**src/rtl/vga_timing_gen.sv**
```systemverilog
// 640x480@60 raster timing generator: pixel counters, sync/blank qualifiers,
// frame strobes and a frame-divided animation phase, all zero-skew registered.
module vga_timing_gen #(
  parameter int H_VISIBLE = 640,
  parameter int H_FP      = 16,
  parameter int H_SYNC    = 96,
  parameter int H_BP      = 48,
  parameter int V_VISIBLE = 480,
  parameter int V_FP      = 10,
  parameter int V_SYNC    = 2,
  parameter int V_BP      = 33,
  parameter int ANIM_DIV  = 8,
  parameter int ANIM_BITS = 2
) (
  input  logic                 vga_clk,
  input  logic                 reset_n,
  output logic [9:0]           DrawX,
  output logic [9:0]           DrawY,
  output logic                 hs,
  output logic                 vs,
  output logic                 blank,
  output logic                 frame_start,
  output logic                 vblank_tick,
  output logic [ANIM_BITS-1:0] anim_phase
);

  localparam logic [9:0] H_TOTAL  = 10'(H_VISIBLE + H_FP + H_SYNC + H_BP);
  localparam logic [9:0] V_TOTAL  = 10'(V_VISIBLE + V_FP + V_SYNC + V_BP);
  localparam logic [9:0] H_VIS    = 10'(H_VISIBLE);
  localparam logic [9:0] V_VIS    = 10'(V_VISIBLE);
  localparam logic [9:0] HS_START = 10'(H_VISIBLE + H_FP);
  localparam logic [9:0] HS_END   = 10'(H_VISIBLE + H_FP + H_SYNC);
  localparam logic [9:0] VS_START = 10'(V_VISIBLE + V_FP);
  localparam logic [9:0] VS_END   = 10'(V_VISIBLE + V_FP + V_SYNC);
  localparam logic [7:0] DIV_LAST = 8'(ANIM_DIV - 1);

  function automatic logic in_range(input logic [9:0] v, input logic [9:0] lo,
                                    input logic [9:0] hi);
    return (v >= lo) && (v < hi);
  endfunction

  logic [9:0] x_p0;
  logic [9:0] y_p0;
  logic       hs_p0;
  logic       vs_p0;
  logic       blank_p0;
  logic       fs_p0;
  logic       tick_p0;
  logic [7:0] frame_div;

  // Stage p0: next counter values and their decode; out-of-range counts wrap to 0.
  always_comb begin
    x_p0 = DrawX + 10'd1;
    y_p0 = DrawY;
    if (DrawX >= H_TOTAL - 10'd1) begin
      x_p0 = '0;
      if (DrawY >= V_TOTAL - 10'd1) y_p0 = '0;
      else                          y_p0 = DrawY + 10'd1;
    end else if (DrawY >= V_TOTAL) begin
      y_p0 = '0;
    end
    hs_p0    = !in_range(x_p0, HS_START, HS_END);
    vs_p0    = !in_range(y_p0, VS_START, VS_END);
    blank_p0 = (x_p0 < H_VIS) && (y_p0 < V_VIS);
    fs_p0    = (x_p0 == 10'd0) && (y_p0 == 10'd0);
    tick_p0  = (x_p0 == 10'd0) && (y_p0 == V_VIS);
  end

  // Stage p1: registered outputs aligned with the counter values they describe.
  always_ff @(posedge vga_clk or negedge reset_n) begin
    if (!reset_n) begin
      DrawX       <= '0;
      DrawY       <= '0;
      hs          <= 1'b1;
      vs          <= 1'b1;
      blank       <= 1'b0;
      frame_start <= 1'b0;
      vblank_tick <= 1'b0;
      frame_div   <= '0;
      anim_phase  <= '0;
    end else begin
      DrawX       <= x_p0;
      DrawY       <= y_p0;
      hs          <= hs_p0;
      vs          <= vs_p0;
      blank       <= blank_p0;
      frame_start <= fs_p0;
      vblank_tick <= tick_p0;
      if (tick_p0) begin
        if (frame_div >= DIV_LAST) begin
          frame_div  <= '0;
          anim_phase <= anim_phase + ANIM_BITS'(1);
        end else begin
          frame_div  <= frame_div + 8'd1;
        end
      end
    end
  end

endmodule
```
**config.mk**
```make
export PLATFORM = sky130hd
export DESIGN_NAME = vga_timing_gen
export DESIGN_NICKNAME = d
export VERILOG_FILES = /design/src/rtl/vga_timing_gen.sv
export SDC_FILE = /design/constraint.sdc
export NUM_CORES = 1
export LEC_CHECK = 0
export CORE_MARGIN = 1
export CORE_UTILIZATION = 58
export DETAILED_ROUTE_END_ITERATION = 16
export PLACE_DENSITY = 0.86
export REMOVE_ABC_BUFFERS = 1
export SLEW_MARGIN = 20
export SYNTH_ARGS = -nofsm -noshare
export SYNTH_HDL_FRONTEND = slang
export SYNTH_SLANG_ARGS = --single-unit
export TNS_END_PERCENT = 50
```
**constraint.sdc**
```tcl
create_clock -name vga_clk -period 4.28 [get_ports vga_clk]
set_clock_uncertainty 0.05 [all_clocks]
set_input_delay 0.856 -clock vga_clk [delete_from_list [all_inputs] [get_ports vga_clk]]
set_output_delay 0.856 -clock vga_clk [all_outputs]
set_load 0.005 [all_outputs]
```
; ---- Word level (Yosys, flattened, before mapping)
; Index checks and enable logic that the tools add are counted.
; Widths: inputs -> output; s select.
[classes]
add_sub_neg = 4
n_mul = 0
div_mod_pow = 0
n_lt_le_gt_ge = 10
eq_ne = 1
n_shift = 0
n_mux = 5
bitwise_logic = 0
reduce_logical = 10
[ops]
columns = cell, count
row1 = $ge 10x10->1 const B, 4
row2 = $mux 10, 4
row3 = $add 10x1->10 const B, 2
row4 = $logic_not 10->1, 2
row5 = $lt 10x10->1 const B, 2
row6 = $lt 10x9->1 const B, 2
row7 = $eq 10x9->1 const B, 1
row8 = $ge 10x9->1 const B, 1
row9 = $add 8x1->8 const B, 1
row10 = $ge 8x3->1 const B, 1
row11 = $mux 8, 1
row12 = $logic_and 1x1->1, 5
row13 = $add 2x1->2 const B, 1
row14 = $logic_not 1->1, 2
row15 = $reduce_and 2->1, 1
[totals]
ff_bits = 35
latchBits = 0
mem_bits_rw = 0
mem_bits_ro = 0
out_inout_bits = 27
wordCells = 39
memories = 0

; ---- Depth between registers and ports, before layout
; Gate-level depths: netlist of run 1.
[logic_depth]
word_depth = 6
depth_mapped = 10
mapped_depth_nobuf = 9

; ---- Worst setup path after synthesis of run 1
; Ideal clock, no wire load.
[synth_path]
path_type = reg2reg
startpoint = register DrawX[1]
endpoint = register frame_div[0]
setup_ns = 0.128
arrival_time_ns = 2.545
path_slack_ns = 1.558
stages_incl_launch_ff = 11
period_less_slack_ns = 2.722
path_cell_list = dfrtp_1 > ha_1 > buf_4 > nand4_2 > a21o_1 > buf_4 > a2111oi_2 > o22a_1 > o2111ai_2 > nor3_4 > mux2_1
[synth_between]
elab_chain_cells = 4
elab_cells_between_ends = 7
cone_classes = add/sub (1) / order compare (1) / eq/ne (1) / mux (2) / reduce/logical (2)
[synth_rtl]
columns = element, line_no
row1 = "start, declared", 17  ; output logic [9:0] DrawX,
row2 = "start signal, assigned", 82  ; DrawX <= x_p0;
row3 = $add 10x1->10 or $ge 10x10->1 (tied branches), "53, 55"
row4 = $mux 10, 55  ; if (DrawX >= H_TOTAL - 10'd1) begin
row5 = $logic_not 10->1 or $eq 10x9->1 (tied branches), 66  ; tick_p0 = (x_p0 == 10'd0) && (y_p0 == V_VIS);
row6 = $logic_and 1x1->1 *, 66
row7 = via tick_p0, 48  ; logic tick_p0;
row8 = "end signal, assigned", 94  ; frame_div <= frame_div + 8'd1;
row9 = "end, declared", 49  ; logic [7:0] frame_div;
; The timed path passes the listed nets; every way through them passes the cells marked *.
; A chain may end at the register's enable or synchronous reset.

; ---- Worst setup path in the final report of run 1
[layout_path]
startpoint = register DrawX[0]
endpoint = register frame_div[0]
[layout_between]
elab_chain_cells = 4
elab_cells_between_ends = 7
cone_classes = add/sub (1) / order compare (1) / eq/ne (1) / mux (2) / reduce/logical (2)
[layout_rtl]
columns = element, line_no
row1 = $ge 10x10->1, 55
row2 = $mux 10, 55
row3 = via y_p0[8], 43  ; logic [9:0] y_p0;
row4 = $eq 10x9->1, 66
row5 = $logic_and 1x1->1, 66
row6 = via tick_p0, 48
; The timed path passes the listed nets, and every way through them passes these cells.

==> results of run 1 <==
[layout make-up]
| type | instances | area (um^2) |
|---|---|---|
| inverters | 9 | 33.78 |
| flip-flops and latches | 35 | 878.3 |
| well taps | 44 | 55.05 |
| clock buffers | 5 | 37.54 |
| repair buffers | 29 | 287.8 |
| multi-input cells | 151 | 1049 |
| clock inverters | 3 | 43.79 |
| fillers | 232 | 793.3 |
[flip-flops by register name, indices dropped and copies added (netlist names)]
register,flops
hs,1
vblank_tick,1
DrawY,10
anim_phase,2
frame_start,1
frame_div,8
DrawX,10
blank,1
vs,1
[power by group]
group          internal [uW]  leakage (uW)  switching (uW)
clock                    123     0.0000452             122
combinational           1.40      0.000512            6.15
sequential               331      0.000463               0
[how the worst max path moves through the flow]
stage             start      endpoint  cells past startpoint
6_report       DrawX[0]  frame_div[0]                      8
3_5_place_dp   DrawX[0]  frame_div[3]                      8
2_1_floorplan  DrawX[0]  frame_div[0]                      8
4_1_cts        DrawX[0]  frame_div[3]                      8
5_1_grt        DrawX[0]  frame_div[3]                      8
3_3_place_gp   DrawX[0]  frame_div[3]                      8
[cell families after synthesis]
logic type               synth area share, %
multiplexers                           2.620
adder cells (fa/ha/maj)                3.743
AND/OR/NAND/NOR                        26.26
AO/OA/AOI/OAI                          16.16
XOR/XNOR                               3.494
flip-flops                             43.79
buffers and inverters                  3.930
[stage by stage]
stage / total power (uW) / std cells / utilization (%) / instance area (um^2)
floorplan: 337.1 / 195 / - / 1961
CTS: 585.1 / 276 / 75.04 / 2385
detailed placement: 344.9 / 268 / 72.48 / 2303
global route: 602.5 / 276 / 75.04 / 2385
finish: 582.9 / 276 / 75.04 / 2385
global placement: 344.6 / 268 / 72.48 / 2303
[cells in the mapped netlist, drive strengths merged (2+ instances only)]
master / count
and2: 4
nor2b: 6
o21ai: 10
and3: 3
nand3: 9
ha: 6
mux2i: 3
and4: 2
dfstp: 2
nand4: 6
mux2: 2
xnor2: 3
o211ai: 2
inv: 9
nor4: 6
a211oi: 2
a221oi: 2
nor3: 10
nor4b: 2
a31o: 2
a221o: 2
xor2: 5
dfrtp: 33
a31oi: 4
nand2: 18
buf: 7
nor2: 18
a21oi: 4
or4: 2
[critical path: stages, from the launching register on]
cell       delay (ps)
dfrtp_1           450
ha_1              310
nand4_2           180
a21oi_4           120
a21oi_1           730
a221o_1           340
o2111ai_2         250
nor3_4            440
mux2_1            370
[layer usage]
metal | vias up | track usage [%] | wire, um
li1 | 804 | - | -
met1 | 859 | 38.27 | 2043
met2 | 65 | 44.90 | 2306
met3 | 8 | 7.463 | 282
met4 | 0 | 11.36 | 70
met5 | - | 0 | 0
==> impl_metrics.toml, run 1 <==
[synth]
yosys_most_used_dff = "dfrtp_1"
synthCells = 202
synth_edf_count = 0
yosysTopAreaCell = "dfrtp_1"
synth_top_area_share_pct = 41.17
async_reset_ff_share_pct = 100.0
synth_area_leaders = "dfrtp_1, ha_1, nand2_1, nor2_1, dfstp_2"
yosysWarnings = 0
synth.distinct_cells = 57
ys_ff_latch = 35
ys_seq_area_share_pct = 43.79
netlist_area_um2 = 2006
synth_area_per_cell_um2 = 9.929

[placed_design]
io_buffers = 28
place.gp.congestion = 0.9619
place_hpwl_mm = 3.412
dp_slack_ps = 932.9

[sta]
maxSlewHeadroom_pct = 38.64
hold_ws_ps = 439.5
max_freq_mhz = 298.8
hold_viol = 0
finalWorstSetupSlack_ps = 932.9
slew_viol_final = 0
period_share_pct = 78.20
rsz0062_at_grt = "false"
tns_ps = 0
worstMarginPinSlew_ps = 920.4
min_period_ps = 3347
finalSetupViolations = 0

[clock_tree]
tritoncts = "built"
cts_resized = 0
clockBufferDepth = 2
clkLatencyLatePin_ps = 350
ctsHoldBuffers = 0
root_buffer = "clkbuf_4"
cts_setup_buffers = 0
cts_buffers = 5
cts.htree.levels = 2
clk_pin_slew_ps = 120
clock_sinks = 35

[detailed_routing]
drt_iter0_markers = 146
viasPerCell = 6.290
drcViolationCount = 0
vias = 1736
wirelength_mm = 4.702
wl_per_cell_um = 17.04
antenna_left = 0
dr.pass1.iters = 4

[power]
powerDensity_nw_per_um2 = 244.4
peakVddDrop_mv = 0.1987
static-leakage-power_uw = 0.001020

[worst_setup_path]
cp_data_arrival_time_ps = 3550
critPathMaxFanout = 11
end_kind = "flop"
worstSetupStartpointType = "flop"
r2r_end = "frame_div[0]"
path_class = "flop to flop"
required_ps = 4480
rr_startpoint = "DrawX[0]"
reg2reg_depth = 8
regToRegSetupSlack_ps = 930

[die]
rows = 20
start_util_pct = 63.11
die_area_um2 = 3697
chipWidth_um = 60.81
ios = 29
core-area_um2 = 3178
die_h_um = 60.81

[global_route]
grt_pass1_wl_mm = 7.596
antenna_found_initial = 0
grt_max_degree = 36
gr-total-overflow = 0
grt_usage_pct = 28.69
first_global_vias = 1600

[worst_hold_path]
min_to = "anim_phase[1]"
min_path_cells = 1
hold_class = "flop to flop"
min-delay-start = "anim_phase[1]"

[job]
maxCapViolations = 0

[outcome]
status = "finished clean"

[layout]
diodes = 0
final_cell_mix = "dfrtp_1, clkdlybuf4s50_1, nand2_1"
syn2layout_area_growth_pct = 18.90
drive_gt1_share_pct = 10.34
nNetsFinal = 239
final_common_cell = "dfrtp_1"
Power figures use the tool's default switching activity.
==> inputs of run 2 (changes only) <==
- CORE_UTILIZATION: 58 -> 54
- PLACE_DENSITY: 0.86 -> 0.81
- clock period: 4.28 -> 3.25 ns (I/O delays scaled with it)
==> run 2 against run 1 <==
Against the previous run:
- combinational power grew 29%
- count of clock-buffer cells in the layout unchanged
- non-clock buffer count increased by 4
- register-to-register slack worse by 710 ps
- maximum frequency grew 11%
- first-iteration DRC count shrank 21%
- final cell count up 2.2%
- core utilization is 4.5 points lower
==> impl_metrics.toml, run 2 (same netlist as run 1, synthesis figures left out) <==
[detailed_routing]
vias = 1696
dr.pass1.iters = 4
wl_per_cell_um = 16.17
wirelength_mm = 4.560
drt_iter0_markers = 115
viasPerCell = 6.014
antenna_left = 0
drcViolationCount = 0

[clock_tree]
clock_sinks = 35
clkLatencyLatePin_ps = 290
ctsHoldBuffers = 0
cts.htree.levels = 2
cts_buffers = 5
clk_pin_slew_ps = 70
clockBufferDepth = 2
root_buffer = "clkbuf_8"
tritoncts = "built"

[global_route]
gr-total-overflow = 0
first_global_vias = 1611
grt_pass1_wl_mm = 7.824
antenna_found_initial = 0
grt_max_degree = 36
grt_usage_pct = 25.40

[worst_setup_path]
worstSetupStartpointType = "flop"
slowest_stage = "a21oi_2"
critPathMaxFanout = 11
required_ps = 3370
path_class = "flop to flop"
regToRegSetupSlack_ps = 220
cp_data_arrival_time_ps = 3150
slowest_delay_ps = 500
path_cells = "inv_1 -> ha_1 -> nor2b_1 -> o211ai_1 -> a21oi_2 -> a221o_1 -> o2111ai_2 -> nor3_4 -> mux2_1"
end_kind = "flop"

[layout]
diodes = 0
syn2layout_area_growth_pct = 21.09
drive_gt1_share_pct = 12.29
nNetsFinal = 243
stdcell_count = 282
final_cell_mix = "dfrtp_1, clkdlybuf4s50_1, nand2_1"
top_regs = "DrawX x10, DrawY x10, frame_div x8"
final_common_cell = "dfrtp_1"

[power]
static-leakage-power_uw = 0.001040
peakVddDrop_mv = 0.2903
p_comb_share_pct = 1.3
pwr-share-seq_pct = 57.5
switchingPower_uw = 170.6
p_sw_share_pct = 22.55
power.share.clock_pct = 41.2
powerDensity_nw_per_um2 = 311.6
p_int_uw = 586.2

[placed_design]
io_buffers = 28
place_hpwl_mm = 3.272
place.gp.congestion = 0.8876
dp.cells = 273
dp_slack_ps = 11.28

[sta]
finalWorstSetupSlack_ps = 223.6
finalSetupViolations = 0
tns_ps = 0
max_freq_mhz = 330.4
slew_viol_final = 0
rsz0062_at_grt = "false"
worstMarginPinSlew_ps = 562.0
maxSlewHeadroom_pct = 62.54
hold_viol = 0
min_period_ps = 3026
period_share_pct = 93.12

[die]
core-area_um2 = 3442
ios = 29
die_h_um = 62.95
die_area_um2 = 3962
rows = 21
chipWidth_um = 62.95
start_util_pct = 58.27

[job]
maxCapViolations = 0

[outcome]
status = "finished clean"

[worst_hold_path]
hold_class = "flop to flop"
==> run 2: final cells by class <==
class                   instances  area, um^2
clock buffers                   5       68.82
clock inverters                 3       20.02
fillers                       254        1013
inverters                       9       33.78
multi-input cells             151        1052
flip-flops and latches         35       878.3
well taps                      46       57.56
repair buffers                 33       317.8
==> run 2: worst max-delay path, delay by kind of cell (launching register included) <==
family | cells | cell delay, ps
flops | 1 | 450
compound gates | 4 | 1220
simple gates | 2 | 510
buf+inv | 1 | 160
mux | 1 | 350
fa+ha+maj | 1 | 170
==> run 2: layer usage <==
| metal | wire length (um) | vias to the layer above | GRT usage [%] |
|---|---|---|---|
| met5 | 0 | - | 0 |
| met4 | 27 | 0 | 5.233 |
| met3 | 224 | 5 | 5.474 |
| met2 | 2223 | 57 | 42.07 |
| met1 | 2084 | 824 | 34.09 |
| li1 | - | 810 | - |
==> run 2: timing repair <==
item / 4_1_cts / 5_1_grt
endpoints found under the setup margin: 3 / 3
setup buffers: 0 / 1
pin swaps: 0 / 3
resized for setup: 1 / 0
==> run 2: path summary, 6_finish.rpt <==
check | depth (start not counted) | to | start
setup / recovery | 9 | frame_div[0] | DrawY[0]
hold / removal | 1 | anim_phase[1] | anim_phase[1]
setup reg to reg | 9 | frame_div[0] | DrawY[0]
hold reg to reg | 1 | anim_phase[1] | anim_phase[1]
max in group asynchronous | 2 | hs | reset_n
min in group asynchronous | 2 | DrawY[0] | reset_n
==> run 2: power groups by stage <==
stage | combinational, uW | sequential [uW] | clock, uW
final | 9.72 | 435 | 312
after global placement | 10.3 | 444 | 0
after detailed placement | 10.7 | 444 | 0
after CTS | 10.4 | 435 | 316
after global routing | 11.9 | 435 | 335
after floorplan | 0.000406 | 444 | 0
==> run 2: through the flow <==
step | utilization, % | total power [uW] | area, um^2 | hold WS [ps]
CTS | 70.34 | 761.3 | 2421 | 434.7
global route | 70.56 | 781.8 | 2429 | 458.6
detailed placement | 67.65 | 454.4 | 2328 | 414.8
floorplan | - | 443.9 | 1961 | 304.4
global placement | 67.65 | 454.0 | 2328 | 408.6
finish | 70.56 | 756.8 | 2429 | 432.4
